==> config.mk <==
export PLATFORM = sky130hd
export DESIGN_NAME = peri_bus_ctrl
export DESIGN_NICKNAME = d
export VERILOG_FILES = /design/src/rtl/peri_bus_pkg.sv /design/src/rtl/peri_bus_rmux.sv /design/src/rtl/peri_bus_ctrl.sv
export SDC_FILE = /design/constraint.sdc
export NUM_CORES = 1
export LEC_CHECK = 0
export ABC_AREA = 1
export CELL_PAD_IN_SITES_DETAIL_PLACEMENT = 1
export CELL_PAD_IN_SITES_GLOBAL_PLACEMENT = 1
export CORE_AREA = 2 2 180 182
export DETAILED_ROUTE_END_ITERATION = 7
export DIE_AREA = 0 0 182 184
export PLACE_DENSITY_LB_ADDON = 0.1
export SYNTH_ARGS = -nofsm -noshare
export SYNTH_HDL_FRONTEND = slang
export SYNTH_SLANG_ARGS = --single-unit
==> constraint.sdc <==
create_clock -name i_clk -period 5 [get_ports i_clk]
set_input_delay 0.75 -clock i_clk [delete_from_list [all_inputs] [get_ports i_clk]]
set_output_delay 0.75 -clock i_clk [all_outputs]
set_load 0.03 [all_outputs]
==> src/rtl/peri_bus_pkg.sv <==
// Shared types and constants for the peripheral bus controller.
// The optional WAIT timeout is enabled with the PBUS_TIMEOUT_EN macro.
package peri_bus_pkg;

  typedef enum logic [1:0] {
    ST_IDLE = 2'd0,
    ST_REQ  = 2'd1,
    ST_WAIT = 2'd2,
    ST_RESP = 2'd3
  } pbus_state_e;

  localparam int unsigned PBUS_DW           = 32;
  localparam int unsigned PBUS_NUM_PERI_DEF = 8;

  localparam int unsigned PERI_UART  = 0;
  localparam int unsigned PERI_GPIO  = 1;
  localparam int unsigned PERI_SPI   = 2;
  localparam int unsigned PERI_CSR   = 3;
  localparam int unsigned PERI_CSRAM = 4;
  localparam int unsigned PERI_DDMA  = 5;
  localparam int unsigned PERI_DMA   = 6;
  localparam int unsigned PERI_DRA   = 7;

  // True when a select-field value lands on an existing slave.
  function automatic logic pbus_sel_hit(input logic [31:0] field,
                                        input logic [31:0] base,
                                        input logic [31:0] num);
    return (field >= base) && ((field - base) < num);
  endfunction

endpackage

==> src/rtl/peri_bus_rmux.sv <==
// Combinational index-select of the per-slave ready and read-data buses.
// Only the addressed slave can reach the outputs; all others read as 0.
module peri_bus_rmux
  import peri_bus_pkg::*;
#(
  parameter int unsigned NUM_PERI = PBUS_NUM_PERI_DEF,
  parameter int unsigned IDX_W    = 4
) (
  input  logic [IDX_W-1:0]            i_idx,
  input  logic [NUM_PERI-1:0]         i_ready,
  input  logic [NUM_PERI*PBUS_DW-1:0] i_rdata,
  output logic                        o_ready,
  output logic [PBUS_DW-1:0]          o_rdata
);

  always_comb begin
    o_ready = 1'b0;
    o_rdata = '0;
    for (int unsigned k = 0; k < NUM_PERI; k++) begin
      if (32'(i_idx) == k) begin
        o_ready = i_ready[k];
        o_rdata = i_rdata[k*PBUS_DW +: PBUS_DW];
      end
    end
  end

endmodule

==> src/rtl/peri_bus_ctrl.sv <==
// Peripheral bus controller: one outstanding core transaction, decoded to NUM_PERI slaves.
// Define PBUS_TIMEOUT_EN to end a WAIT with an error after TIMEOUT_CYC cycles without ready.
module peri_bus_ctrl
  import peri_bus_pkg::*;
#(
  parameter int unsigned NUM_PERI    = PBUS_NUM_PERI_DEF,
  parameter int unsigned SEL_LSB     = 16,
  parameter int unsigned SEL_W       = 4,
  parameter int unsigned SEL_BASE    = 1,
  parameter int unsigned TIMEOUT_CYC = 1024
) (
  input  logic                     i_clk,
  input  logic                     i_rst,
  input  logic                     i_peri_rden,
  input  logic                     i_peri_wren,
  input  logic [31:0]              i_peri_addr,
  input  logic [31:0]              i_peri_wdata,
  input  logic [3:0]               i_peri_wstrb,
  output logic                     o_peri_gnt,
  output logic                     o_peri_ready,
  output logic [31:0]              o_peri_rdata,
  output logic                     o_peri_err,
  output logic [31:0]              o_addr_2peri,
  output logic [NUM_PERI-1:0]      o_wren_2peri,
  output logic [NUM_PERI-1:0]      o_rden_2peri,
  output logic [31:0]              o_wdata_2peri,
  output logic [3:0]               o_wstrb_2peri,
  input  logic [NUM_PERI-1:0]      i_ready_2PBUS,
  input  logic [NUM_PERI*32-1:0]   i_rdata_2PBUS,
  output pbus_state_e              o_dbg_state
);

  // Handshake: the core may hold rden/wren at any time, but a request is taken only
  // on a clock edge where o_peri_gnt=1; completion is the single-cycle o_peri_ready
  // pulse, with o_peri_rdata/o_peri_err valid then and held until the next completion.

  pbus_state_e      state_q, state_d;
  logic             gnt_q, gnt_d;
  logic [31:0]      addr_q, addr_d;
  logic [31:0]      wdata_q, wdata_d;
  logic [3:0]       wstrb_q, wstrb_d;
  logic             is_wr_q, is_wr_d;
  logic             miss_q, miss_d;
  logic [SEL_W-1:0] idx_q, idx_d;
  logic [31:0]      rdata_q, rdata_d;
  logic             err_q, err_d;

  logic [SEL_W-1:0] field;
  logic             hit;
  logic             sel_ready;
  logic [31:0]      sel_rdata;

  assign field = i_peri_addr[SEL_LSB +: SEL_W];
  assign hit   = pbus_sel_hit(32'(field), SEL_BASE, NUM_PERI);

  peri_bus_rmux #(
    .NUM_PERI (NUM_PERI),
    .IDX_W    (SEL_W)
  ) u_rmux (
    .i_idx   (idx_q),
    .i_ready (i_ready_2PBUS),
    .i_rdata (i_rdata_2PBUS),
    .o_ready (sel_ready),
    .o_rdata (sel_rdata)
  );

`ifdef PBUS_TIMEOUT_EN
  localparam int unsigned CNT_W = (TIMEOUT_CYC > 2) ? $clog2(TIMEOUT_CYC) : 1;
  logic [CNT_W-1:0] cnt_q, cnt_d;
`endif

  always_comb begin
    state_d = state_q;
    addr_d  = addr_q;
    wdata_d = wdata_q;
    wstrb_d = wstrb_q;
    is_wr_d = is_wr_q;
    miss_d  = miss_q;
    idx_d   = idx_q;
    rdata_d = rdata_q;
    err_d   = err_q;
`ifdef PBUS_TIMEOUT_EN
    cnt_d   = cnt_q;
`endif
    case (state_q)
      ST_IDLE: begin
        if (gnt_q && (i_peri_rden || i_peri_wren)) begin
          addr_d  = i_peri_addr;
          wdata_d = i_peri_wdata;
          wstrb_d = i_peri_wstrb;
          is_wr_d = i_peri_wren;
          miss_d  = !hit;
          idx_d   = field - SEL_W'(SEL_BASE);
          state_d = ST_REQ;
        end
      end
      // A decode miss spends this cycle with the strobes suppressed, then answers.
      ST_REQ: begin
        if (miss_q) begin
          rdata_d = '0;
          err_d   = 1'b1;
          state_d = ST_RESP;
        end else begin
          state_d = ST_WAIT;
        end
`ifdef PBUS_TIMEOUT_EN
        cnt_d = '0;
`endif
      end
      ST_WAIT: begin
        if (sel_ready) begin
          rdata_d = is_wr_q ? 32'h0 : sel_rdata;
          err_d   = 1'b0;
          state_d = ST_RESP;
        end
`ifdef PBUS_TIMEOUT_EN
        else if (cnt_q == CNT_W'(TIMEOUT_CYC - 1)) begin
          rdata_d = '0;
          err_d   = 1'b1;
          state_d = ST_RESP;
        end else begin
          cnt_d = cnt_q + CNT_W'(1);
        end
`endif
      end
      ST_RESP: state_d = ST_IDLE;
      default: state_d = ST_IDLE;
    endcase
    gnt_d = (state_d == ST_IDLE);
  end

  always_ff @(posedge i_clk or posedge i_rst) begin
    if (i_rst) begin
      state_q <= ST_IDLE;
      gnt_q   <= 1'b0;
      addr_q  <= '0;
      wdata_q <= '0;
      wstrb_q <= '0;
      is_wr_q <= 1'b0;
      miss_q  <= 1'b0;
      idx_q   <= '0;
      rdata_q <= '0;
      err_q   <= 1'b0;
`ifdef PBUS_TIMEOUT_EN
      cnt_q   <= '0;
`endif
    end else begin
      state_q <= state_d;
      gnt_q   <= gnt_d;
      addr_q  <= addr_d;
      wdata_q <= wdata_d;
      wstrb_q <= wstrb_d;
      is_wr_q <= is_wr_d;
      miss_q  <= miss_d;
      idx_q   <= idx_d;
      rdata_q <= rdata_d;
      err_q   <= err_d;
`ifdef PBUS_TIMEOUT_EN
      cnt_q   <= cnt_d;
`endif
    end
  end

  always_comb begin
    o_wren_2peri = '0;
    o_rden_2peri = '0;
    if (state_q == ST_REQ && !miss_q) begin
      for (int unsigned k = 0; k < NUM_PERI; k++) begin
        if (32'(idx_q) == k) begin
          o_wren_2peri[k] = is_wr_q;
          o_rden_2peri[k] = !is_wr_q;
        end
      end
    end
  end

  assign o_peri_gnt    = gnt_q;
  assign o_peri_ready  = (state_q == ST_RESP);
  assign o_peri_rdata  = rdata_q;
  assign o_peri_err    = err_q;
  assign o_addr_2peri  = addr_q;
  assign o_wdata_2peri = wdata_q;
  assign o_wstrb_2peri = wstrb_q;
  assign o_dbg_state   = state_q;

endmodule
Word level (Yosys, flattened, before mapping)
Cells that the tools add are included. W data, S select, Z words.

Reduce and logical (&&, ||, !) cells: 13. $add $sub $neg: 2. $lt $le $gt $ge: 2. Eq/ne operators: 12. Muxes and demuxes: 45.

Operator list (number): $mux W32 (11); $pmux W32 S2 (1); $lt A32 B4 Y1 const B (1); $mux W1 (27); $eq A4 B3 Y1 const B (4); $mux W8 (2); $eq A4 B2 Y1 const B (2); $pmux W2 S4 (1); $sub A4 B1 Y5 const B (1); $eq A2 B2 Y1 const B (2); $eq A4 B1 Y1 const B (1); $ge A4 B1 Y1 const B (1); $logic_not A2 Y1 (2); $logic_not A4 Y1 (1); $mux W2 (2); $ne A2 B2 Y1 const B (2); $sub A4 B1 Y4 const B (1); $logic_and A1 B1 Y1 (3); $logic_not A1 Y1 (3); $reduce_and A3 Y1 (1); $eq A2 B1 Y1 const B (1); $pmux W1 S2 (1); $reduce_and A2 Y1 (1); $reduce_bool A2 Y1 (1); $logic_or A1 B1 Y1 (1).

Logic and storage cells: 84. Input port bits: 336. Register bits after elaboration: 110. Output and inout bits: 121.

Logic depth before layout (Yosys ltp)
Depth after elaboration: 12. Mapped depth: 15. Depth with buffers taken out: 14.

Modules after synthesis
From an unflattened synthesis, not the netlist that was laid out.

Cells, all modules: 992. Area total of the unflattened synthesis: 6725.2 um2.

By module, submodules not included: peri_bus_ctrl (instances 1, sequential area each 2752.6 um2, cells each 523, area each 4564.4 um2); peri_bus_rmux (instances 1, sequential area each 0.0 um2, cells each 469, area each 2160.8 um2).

Worst setup path before layout
OpenSTA, ideal clock, no wires.

Kind: register to output. Start point: reg state_q[1], in the netlist o_dbg_state[1]. End point: out o_rden_2peri[3]. Slack: 2.661 ns. Stages on the path, launching flop included: 7. Data arrival time: 1.589 ns. Path buffers: 0. Data required time: 4.250 ns. Path through: dfrtp_1 > inv_1 > ha_1 > inv_1 > nor2_1 > nand2_1 > nor2_1.

Cells in the longest elaborated chain, start to end: 3.

Ends and longest elaborated chain: from (decl) (RTL line peri_bus_ctrl.sv:37) `pbus_state_e state_q, state_d;`; from (signal assigned) (RTL line peri_bus_ctrl.sv:148) `state_q <= state_d;`; $eq A2 B1 Y1 (RTL line peri_bus_ctrl.sv:167) `if (state_q == ST_REQ && !miss_q) begin`; $logic_and A1 B1 Y1 (RTL line peri_bus_ctrl.sv:167); $mux W8 (RTL line peri_bus_ctrl.sv:167); to (decl) (RTL line peri_bus_ctrl.sv:25) `output logic [NUM_PERI-1:0] o_rden_2peri,`.

Every way passes these cells.

Worst setup path in the final report
Start point: reg idx_q[2]. End point: out o_wren_2peri[7].

Cells in the longest elaborated chain, start to end: 3.

Ends and longest elaborated chain: from (decl) (RTL line peri_bus_ctrl.sv:44) `logic [SEL_W-1:0] idx_q, idx_d;`; from (signal assigned) (RTL line peri_bus_ctrl.sv:155) `idx_q <= idx_d;`; $eq A4 B3 Y1 (RTL line peri_bus_ctrl.sv:169) `if (32'(idx_q) == k) begin`; $mux W1 (RTL line peri_bus_ctrl.sv:169); $mux W8 (RTL line peri_bus_ctrl.sv:167); to (decl) (RTL line peri_bus_ctrl.sv:24) `output logic [NUM_PERI-1:0] o_wren_2peri,`.

Every way passes these cells.

==> impl_metrics.csv <==
group,metric,value,unit
worst_setup_path,cp_cell_sequence,"inv_1 > nor2_2 > inv_1 > nor2_2 > buf_4 > inv_1 > buf_4 > nor2_1 > clkdlybuf4s50_1",
floorplanning,dieWidth,182,um
final_layout,nNetsFinal,1681,
worst_setup_path,critPathMaxFanout,32,
final_layout,layout_commonest_cell,"clkdlybuf4s50_1",
final_layout,layout_common_cells,"clkdlybuf4s50_1, nand2_1, dfrtp_1",
global_route,grt_pass1_wl,51.4,mm
flow_run,maxCapViolations,0,
timing,fin_crit,3.48,ns
power_and_ir_drop,power.density,173,nW/um^2
clocking,numCtsBuffers,9,
route,drc,0,
timing,holdWs,0.480,ns
global_route,antenna_found_initial,14,
worst_hold_path,holdCritStartpoint,"o_peri_rdata[12]$_DFFE_PP0P_",
worst_setup_path,crit_required,4.25,ns
floorplanning,die-area,33500,um^2
worst_setup_path,cp_data_arrival_time,2.73,ns
route,first_pass_iters,4,
timing,timing.setup.tns,0,ns
power_and_ir_drop,switching_power,0.000412,W
final_layout,drive_above_1_share,0.0342,
floorplanning,start_util,0.200,
floorplanning,die_h,184,um
clocking,cts.clk_slew.worst_paths,0.08,ns
power_and_ir_drop,power_frac_seq,0.445,
logic_synthesis,yosysSeqAreaShare,0.439,
final_layout,fillCellCount,3778,
worst_setup_path,setup.worst_path.end_class,"output pin",
worst_setup_path,rrSetupSlack,2.08,ns
timing,setup-violations-final,0,
clocking,cts_tree,"built",
route,detail-route-antenna-nets,0,
worst_hold_path,holdPathEnd,"o_peri_rdata[12]$_DFFE_PP0P_",
route,vias,7701,
logic_synthesis,synth_fp_nets,1257,
global_route,grt_pass1_vias,7875,
power_and_ir_drop,peakVddDrop,0.166,mV
worst_setup_path,crit_buf_inv,6,
worst_setup_path,crit_family,"buffers and inverters",
worst_setup_path,cpPeakStageDelay,0.68,ns
clocking,holdBufCountCts,0,
clocking,cts.sinks,110,
global_route,overflow,0,
worst_setup_path,critPathKind,"reg -> out",
clocking,ctsResizeCount,0,
placed_design,dpl.hpwl,27.9,mm
worst_setup_path,crit_slowest_cell,"clkdlybuf4s50_1",
clocking,htree_levels,3,
power_and_ir_drop,p_total,0.00200,W
floorplanning,coreArea,31400,um^2
clocking,postCtsSetupBuffers,0,
clocking,clock_latency,0.36,ns
timing,period_share,0.696,
logic_synthesis,syn_avg_cell_area,6.85,um^2
global_route,grt_start_max_net_pins,77,
placed_design,dp_slack,1.88,ns
floorplanning,placementRows,65,
placed_design,io_buffers,456,
timing,finalHoldViolations,0,
route,routed_wl,35.1,mm
floorplanning,ios,457,
timing,grt_setup_unrepaired,"no",
worst_hold_path,min-delay-path-class,"reg -> reg",
power_and_ir_drop,power.internal,0.00159,W
route,routedWlPerCell,20.0,um
timing,maxSlewViolCount,0,
worst_setup_path,r2r-start,"idx_q[3]$_DFFE_PP0P_",
power_and_ir_drop,combPwrFrac,0.146,
power_and_ir_drop,power.share.clock,0.409,
logic_synthesis,netlist-cell-type-count,30,
clocking,cts_root_buffer,"clkbuf_16",
clocking,cts.path.max_buffers,2,
worst_setup_path,regToRegEndpoint,"o_peri_rdata[0]$_DFFE_PP0P_",
final_layout,area_growth,84.1,%
logic_synthesis,synth-seq-cells,110,
timing,fmax,0.288,GHz
timing,tightest_slew,1.10,ns
route,viasPerCell,4.39,
worst_hold_path,whs_path_depth,2,
power_and_ir_drop,netSwitchingFraction,0.206,
logic_synthesis,netlist_instances,915,
timing,slew_headroom,0.264,
worst_setup_path,reg2regPathDepth,13,
timing,worst_slack,1.52,ns
global_route,grt_util_all_layers,0.205,
logic_synthesis,yosysWarnings,0,
timing,finClkSkew,0.00887,ns
status,status,"complete, no violations",
logic_synthesis,syn-cell-area,6270,um^2
worst_setup_path,cp-start-kind,"register",
placed_design,gp_congestion,0.821,
worst_setup_path,cpMostUsedCell,"inv_1",
route,first_iter_violations,274,
power_and_ir_drop,p_leak,5.09,nW
## routing by layer
metal | vias up | share of wire | global-route usage
li1 | 3805 | - | -
met1 | 3561 | 0.40 | 0.239
met2 | 299 | 0.47 | 0.342
met3 | 28 | 0.11 | 0.0923
met4 | 8 | 0.014 | 0.0542
met5 | - | 0.0015 | 0
## Yosys cell counts
master / n / area share
o21ai_1: 10 / 0.0080
inv_2: 5 / 0.0030
xnor2_1: 1 / 0.0014
buf_4: 4 / 0.0048
o22ai_1: 2 / 0.0020
o211ai_1: 8 / 0.0096
nand3_1: 59 / 0.047
o21a_1: 1 / 0.0012
nor2_2: 4 / 0.0040
clkinv_1: 1 / 0.00060
or2_0: 2 / 0.0020
nand3_2: 1 / 0.0016
ha_1: 6 / 0.012
clkbuf_1: 33 / 0.020
o21ai_0: 59 / 0.047
nand2_2: 1 / 0.0010
dfrtp_1: 110 / 0.44
buf_1: 4 / 0.0024
nand2_1: 437 / 0.26
nor2_4: 1 / 0.0018
a21oi_1: 86 / 0.069
nor2_1: 22 / 0.013
a21boi_0: 1 / 0.0012
buf_2: 11 / 0.0088
nand4_1: 13 / 0.013
inv_1: 27 / 0.016
or2_2: 2 / 0.0020
buf_6: 2 / 0.0036
a2bb2oi_1: 1 / 0.0014
nand2_4: 1 / 0.0018
## through the flow
stage | instances | cell area (um^2) | utilization
floorplan | 915 | 6270 | -
global placement | 1730 | 11200 | 0.356
detailed placement | 1730 | 11200 | 0.356
CTS | 1746 | 11500 | 0.367
global route | 1753 | 11500 | 0.367
finish | 1756 | 11500 | 0.368
## power by group through the flow
stage | combinational (W) | clock, W | sequential [W]
floorplan | 0.0000167 | 0 | 0.000907
global placement | 0.000291 | 0 | 0.000906
detailed placement | 0.000292 | 0 | 0.000906
CTS | 0.000295 | 0.000850 | 0.000889
global route | 0.000311 | 0.000894 | 0.000889
finish | 0.000291 | 0.000818 | 0.000889
## worst max-delay path by stage
| stage | end | cells after the start | slack (ns) | from |
|---|---|---|---|---|
| after global placement | o_wren_2peri[7] | 9 | 1.90 | idx_q[2]$_DFFE_PP0P_ |
| after global routing | o_wren_2peri[7] | 9 | 1.29 | idx_q[2]$_DFFE_PP0P_ |
| final | o_wren_2peri[7] | 9 | 1.52 | idx_q[2]$_DFFE_PP0P_ |
| after floorplan | idx_q[0]$_DFFE_PP0P_ | 1 | 1.35 | i_rst |
| after detailed placement | o_wren_2peri[7] | 9 | 1.88 | idx_q[2]$_DFFE_PP0P_ |
| after CTS | o_wren_2peri[7] | 9 | 1.48 | idx_q[2]$_DFFE_PP0P_ |
## sequential cells by signal (all words and copies together), names as in the netlist
register / cells
o_wstrb_2peri: 4
o_peri_err: 1
o_peri_gnt: 1
idx_q: 4
o_addr_2peri: 32
miss_q: 1
o_peri_rdata: 32
o_dbg_state: 2
o_wdata_2peri: 32
is_wr_q: 1
## worst min-delay path, stage by stage (launching register included)
cell     delay, ns
dfrtp_1       0.34
nand2_1       0.05
nand2_1       0.05
## layout make-up
type                            instances  area [um^2]  area share
Tap cell                              402          503      0.0436
Timing Repair Buffer                  467         4650       0.403
Clock buffer                           11          253      0.0219
Sequential cell                       110         2750       0.239
Clock inverter                          5         81.3     0.00705
Antenna cell                           10         25.0     0.00217
Multi-Input combinational cell        718         3150       0.273
Inverter                               33          126      0.0110
## cells by family after synthesis
kind of cell	synth area share
simple gates	0.349
buf+inv	0.0591
compound gates	0.139
flops	0.439
fa+ha+maj	0.0120
xor+xnor	0.00140
Power figures use the tool's default switching activity.
==> patch 1: new RTL, config.mk and constraints unchanged <==
Register the output `o_dbg_state` once more, without a reset; this adds one clock of latency there. The other outputs are not delayed to match.
--- a/src/rtl/peri_bus_ctrl.sv
+++ b/src/rtl/peri_bus_ctrl.sv
@@ -181,6 +181,8 @@
   assign o_addr_2peri  = addr_q;
   assign o_wdata_2peri = wdata_q;
   assign o_wstrb_2peri = wstrb_q;
-  assign o_dbg_state   = state_q;
+  always_ff @(posedge i_clk) begin
+    o_dbg_state <= state_q;
+  end
 
 endmodule
Formal check against the unedited RTL: not equivalent (Yosys sat finds a counterexample within 4 cycles, from zero or initial values and one cycle with i_rst high).
==> patch 1 against the unedited design <==
  * Routed wire length is 0.42% lower
  * Total power shrank 2.3%
  * Cell count is 0.91% lower
  * Sequential cell count is 2 higher
  * Setup slack gained 0.060 ns
  * Area after synthesis rose by 0.14%
  * Final area fell by 0.40%
  * Count of clock-buffer cells in the layout decreased by 2
  * Largest cell class unchanged
==> patch 1: results <==
[worst_setup_path]
critical_path_arrival_ns = 2.67
crit_path_max_fanout = 8
regToRegStartpoint = "idx_q[2]"
rrSetupSlack_ns = 2.16
critical-path-max-stage-delay_ns = 0.72

[cells_and_area]
seq-cell-share = 0.243
nonClkBufAreaFrac = 0.404
final_layout_size_suffix_gt1_frac = 0.0330
num-fill-cells = 3779
area_share_clock_buf_inv = 0.0267
nets = 1672
final.clkbuf_count = 9
insertedDiodeCount = 3
number_of_multi_input_logic_gates = 713
fraction_of_area_in_multi_input_gates = 0.272
n_all_buffers = 467
number_of_flip_flops_and_latches = 112

[synth]
cell_types_occupying_the_most_area_after_synthesis = "sky130_fd_sc_hd__dfrtp_1, sky130_fd_sc_hd__nand2_1, sky130_fd_sc_hd__a21oi_1"
xor_xnor_portion_of_the_synthesized_cell_area = 0.00140
postSynth.asyncResetShare = 0.982
yosys.area_share.adder = 0.0120
synth.cells.most_frequent = "sky130_fd_sc_hd__nand2_1, sky130_fd_sc_hd__dfrtp_1, sky130_fd_sc_hd__a21oi_1, sky130_fd_sc_hd__nand3_1, sky130_fd_sc_hd__o21ai_0"
synthesized_area_fraction_occupied_by_ao_oa_aoi_and_oai_cells = 0.141

[routing]
detailroute.wirelength.met2_um = 17100
drt-wirelength-per-cell_um = 20.1
drt_first_iter_violations = 247

[timing]
worst_hold_slack_across_all_endpoints_ns = 0.433
slew_headroom = 0.273
timing.clock.skew_ns = 0.0122

[place]
dp_slack_ns = 2.01
gp_congestion = 0.858
detailed_place_hpwl_um = 27200

[hold_path]
hold_path.startpoint = "state_q[1]"
min_path_cells = 0
timing.hold.worst_endpoint = "o_dbg_state[1]"

[grt]
grtUsageTotal = 0.206
grt_util_met3 = 0.0608
grt_first_pass_wirelength_um = 51700
global_route.usage.met2 = 0.360
grt_util_met1 = 0.240
grt_pass1_vias = 8240
antenna_found_initial = 4

[pwr]
static_leakage_nw = 5.06
vdd_drop_max_mv = 0.132
switching_power_mw = 0.457

[status]
outcome = "completed"
-- patch 1: power groups by stage --
stage                     Sequential, mW  Clock [mW]  Combinational [mW]
after global placement             0.923           0               0.290
final                              0.905       0.758               0.290
after CTS                          0.905       0.795               0.294
after floorplan                    0.923           0              0.0165
after detailed placement           0.923           0               0.291
after global routing               0.905       0.831               0.311
-- patch 1: worst max path at each step --
stage / startpoint / to / slack, ns / cells past startpoint
after floorplan: i_rst / idx_q[0] / 1.35 / 1
after global placement: state_q[1] / o_wren_2peri[5] / 2.06 / 7
after CTS: state_q[1] / o_wren_2peri[5] / 1.60 / 7
after detailed placement: state_q[1] / o_wren_2peri[5] / 2.01 / 7
after global routing: state_q[1] / o_wren_2peri[5] / 1.52 / 7
final: state_q[1] / o_wren_2peri[5] / 1.58 / 7
-- patch 1: per-stage QoR --
step                      cell area (µm²)  instances
after global routing                11500       1740
after detailed placement            11200       1721
after global placement              11200       1721
after floorplan                      6280        905
after CTS                           11500       1737
final                               11500       1740
==> patch 2: new RTL, same flow settings <==
Without the edit above. The option `PBUS_TIMEOUT_EN` is turned on by a define.
--- a/src/rtl/peri_bus_ctrl.sv
+++ b/src/rtl/peri_bus_ctrl.sv
@@ -1,5 +1,7 @@
 // Peripheral bus controller: one outstanding core transaction, decoded to NUM_PERI slaves.
 // Define PBUS_TIMEOUT_EN to end a WAIT with an error after TIMEOUT_CYC cycles without ready.
+`define PBUS_TIMEOUT_EN
+
 module peri_bus_ctrl
   import peri_bus_pkg::*;
 #(
Behaviour: no difference found for any inputs over 4 cycles, from zero or initial values and one cycle with i_rst high; that may be too few to reach the edited logic, so the function may still have changed.
==> patch 2 against the unedited design <==
  * Highest routed layer unchanged
  * Setup slack worse by 0.20 ns
  * Final area up 9.0%
  * First-iteration DRC count up 39%
  * Area after synthesis up 12%
  * Critical endpoint is now o_wren_2peri[1]
  * Global-route usage up 3.1 points
  * Sequential cell count up 10
  * Routed wire length up 12%
  * Largest cell class unchanged
  * Clock skew up 0.0093 ns
Power is left out: it rests on default switching activity, and per cell area and clock period it moved more than threefold.
==> patch 2: results <==
[worst_setup_path]
critical-path-max-stage-delay_ns = 0.72
rrSetupSlack_ns = 1.93
regToRegStartpoint = "idx_q[0]"
worstReg2RegEnd = "o_peri_rdata[26]"
crit_path_max_fanout = 8
critical_path_arrival_ns = 2.93
worst_r2r_path_depth = 12

[cells_and_area]
number_of_multi_input_logic_gates = 802
layout.non_clock_inverters = 47
post-route-util = 0.401
insertedDiodeCount = 9
multiInputGateArea_um2 = 3600
seq-cell-share = 0.239
final.clkbuf_count = 18
nonClkBufAreaFrac = 0.370
num-fill-cells = 3839
area_share_clock_buf_inv = 0.0489
final_layout_size_suffix_gt1_frac = 0.0442

[grt]
grt_util_met3 = 0.0864
global_route.usage.met2 = 0.425
grt_start_max_net_pins = 78
grt_pass1_vias = 9295
antenna_found_initial = 14
grt_util_met1 = 0.255
grt_first_pass_wirelength_um = 58600
grtUsageTotal = 0.235

[routing]
wl_um = 39400
via_per_inst = 4.59
detailroute.wirelength.met2_um = 19900
met3_length_um = 3550
drt_first_iter_violations = 380
drt-wirelength-per-cell_um = 21.0
drt-met1-wl_um = 15000

[place]
gp_congestion = 0.910
place_area_um2 = 11900
dp.cells = 1839
detailed_place_hpwl_um = 31000

[hold_path]
timing.hold.worst_endpoint = "o_peri_err"
hold_path.startpoint = "o_peri_err"

[synth]
synthesized_area_fraction_occupied_by_ao_oa_aoi_and_oai_cells = 0.0974
sequential_share_of_the_synthesized_area = 0.429
synth_seq_cells = 120
yosys.area_share.adder = 0.0125
post_synth_instance_area_um2 = 7000
postSynthCellCount = 1029
cell_types_occupying_the_most_area_after_synthesis = "sky130_fd_sc_hd__dfrtp_1, sky130_fd_sc_hd__nand2_1, sky130_fd_sc_hd__nand3_1"
xor_xnor_portion_of_the_synthesized_cell_area = 0.00876

[timing]
worst_hold_slack_across_all_endpoints_ns = 0.469
timing.clock.skew_ns = 0.0182

[clock_network]
worstSkewPairLatency_ns = 0.43
h-tree-depth = 4
cts_buffers = 17

[status]
outcome = "completed"
patch 2: cell count changes in the layout (fill, tap and decap cells not counted), sizes merged, moves of 3 or more:
cell and change:
inv +20, nor3 +3, nor2 +9, nand3 +44
nand4 +17, or2 +14, o21ai -26, xor2 +5
dfrtp +10, clkbuf +7, nand2 +22, o211ai -8
patch 2: how the worst max path moves through the flow:
| stage | depth (start not counted) | slack [ns] | end | startpoint |
|---|---|---|---|---|
| 2_1_floorplan | 1 | 1.06 | cnt_q[0] | i_rst |
| 3_3_place_gp | 7 | 1.80 | o_wren_2peri[2] | o_dbg_state[1] |
| 3_5_place_dp | 7 | 1.77 | o_wren_2peri[1] | o_dbg_state[1] |
| 4_1_cts | 7 | 1.31 | o_wren_2peri[1] | o_dbg_state[1] |
| 5_1_grt | 6 | 1.17 | o_wren_2peri[7] | idx_q[1] |
| 6_report | 7 | 1.32 | o_wren_2peri[1] | o_dbg_state[1] |
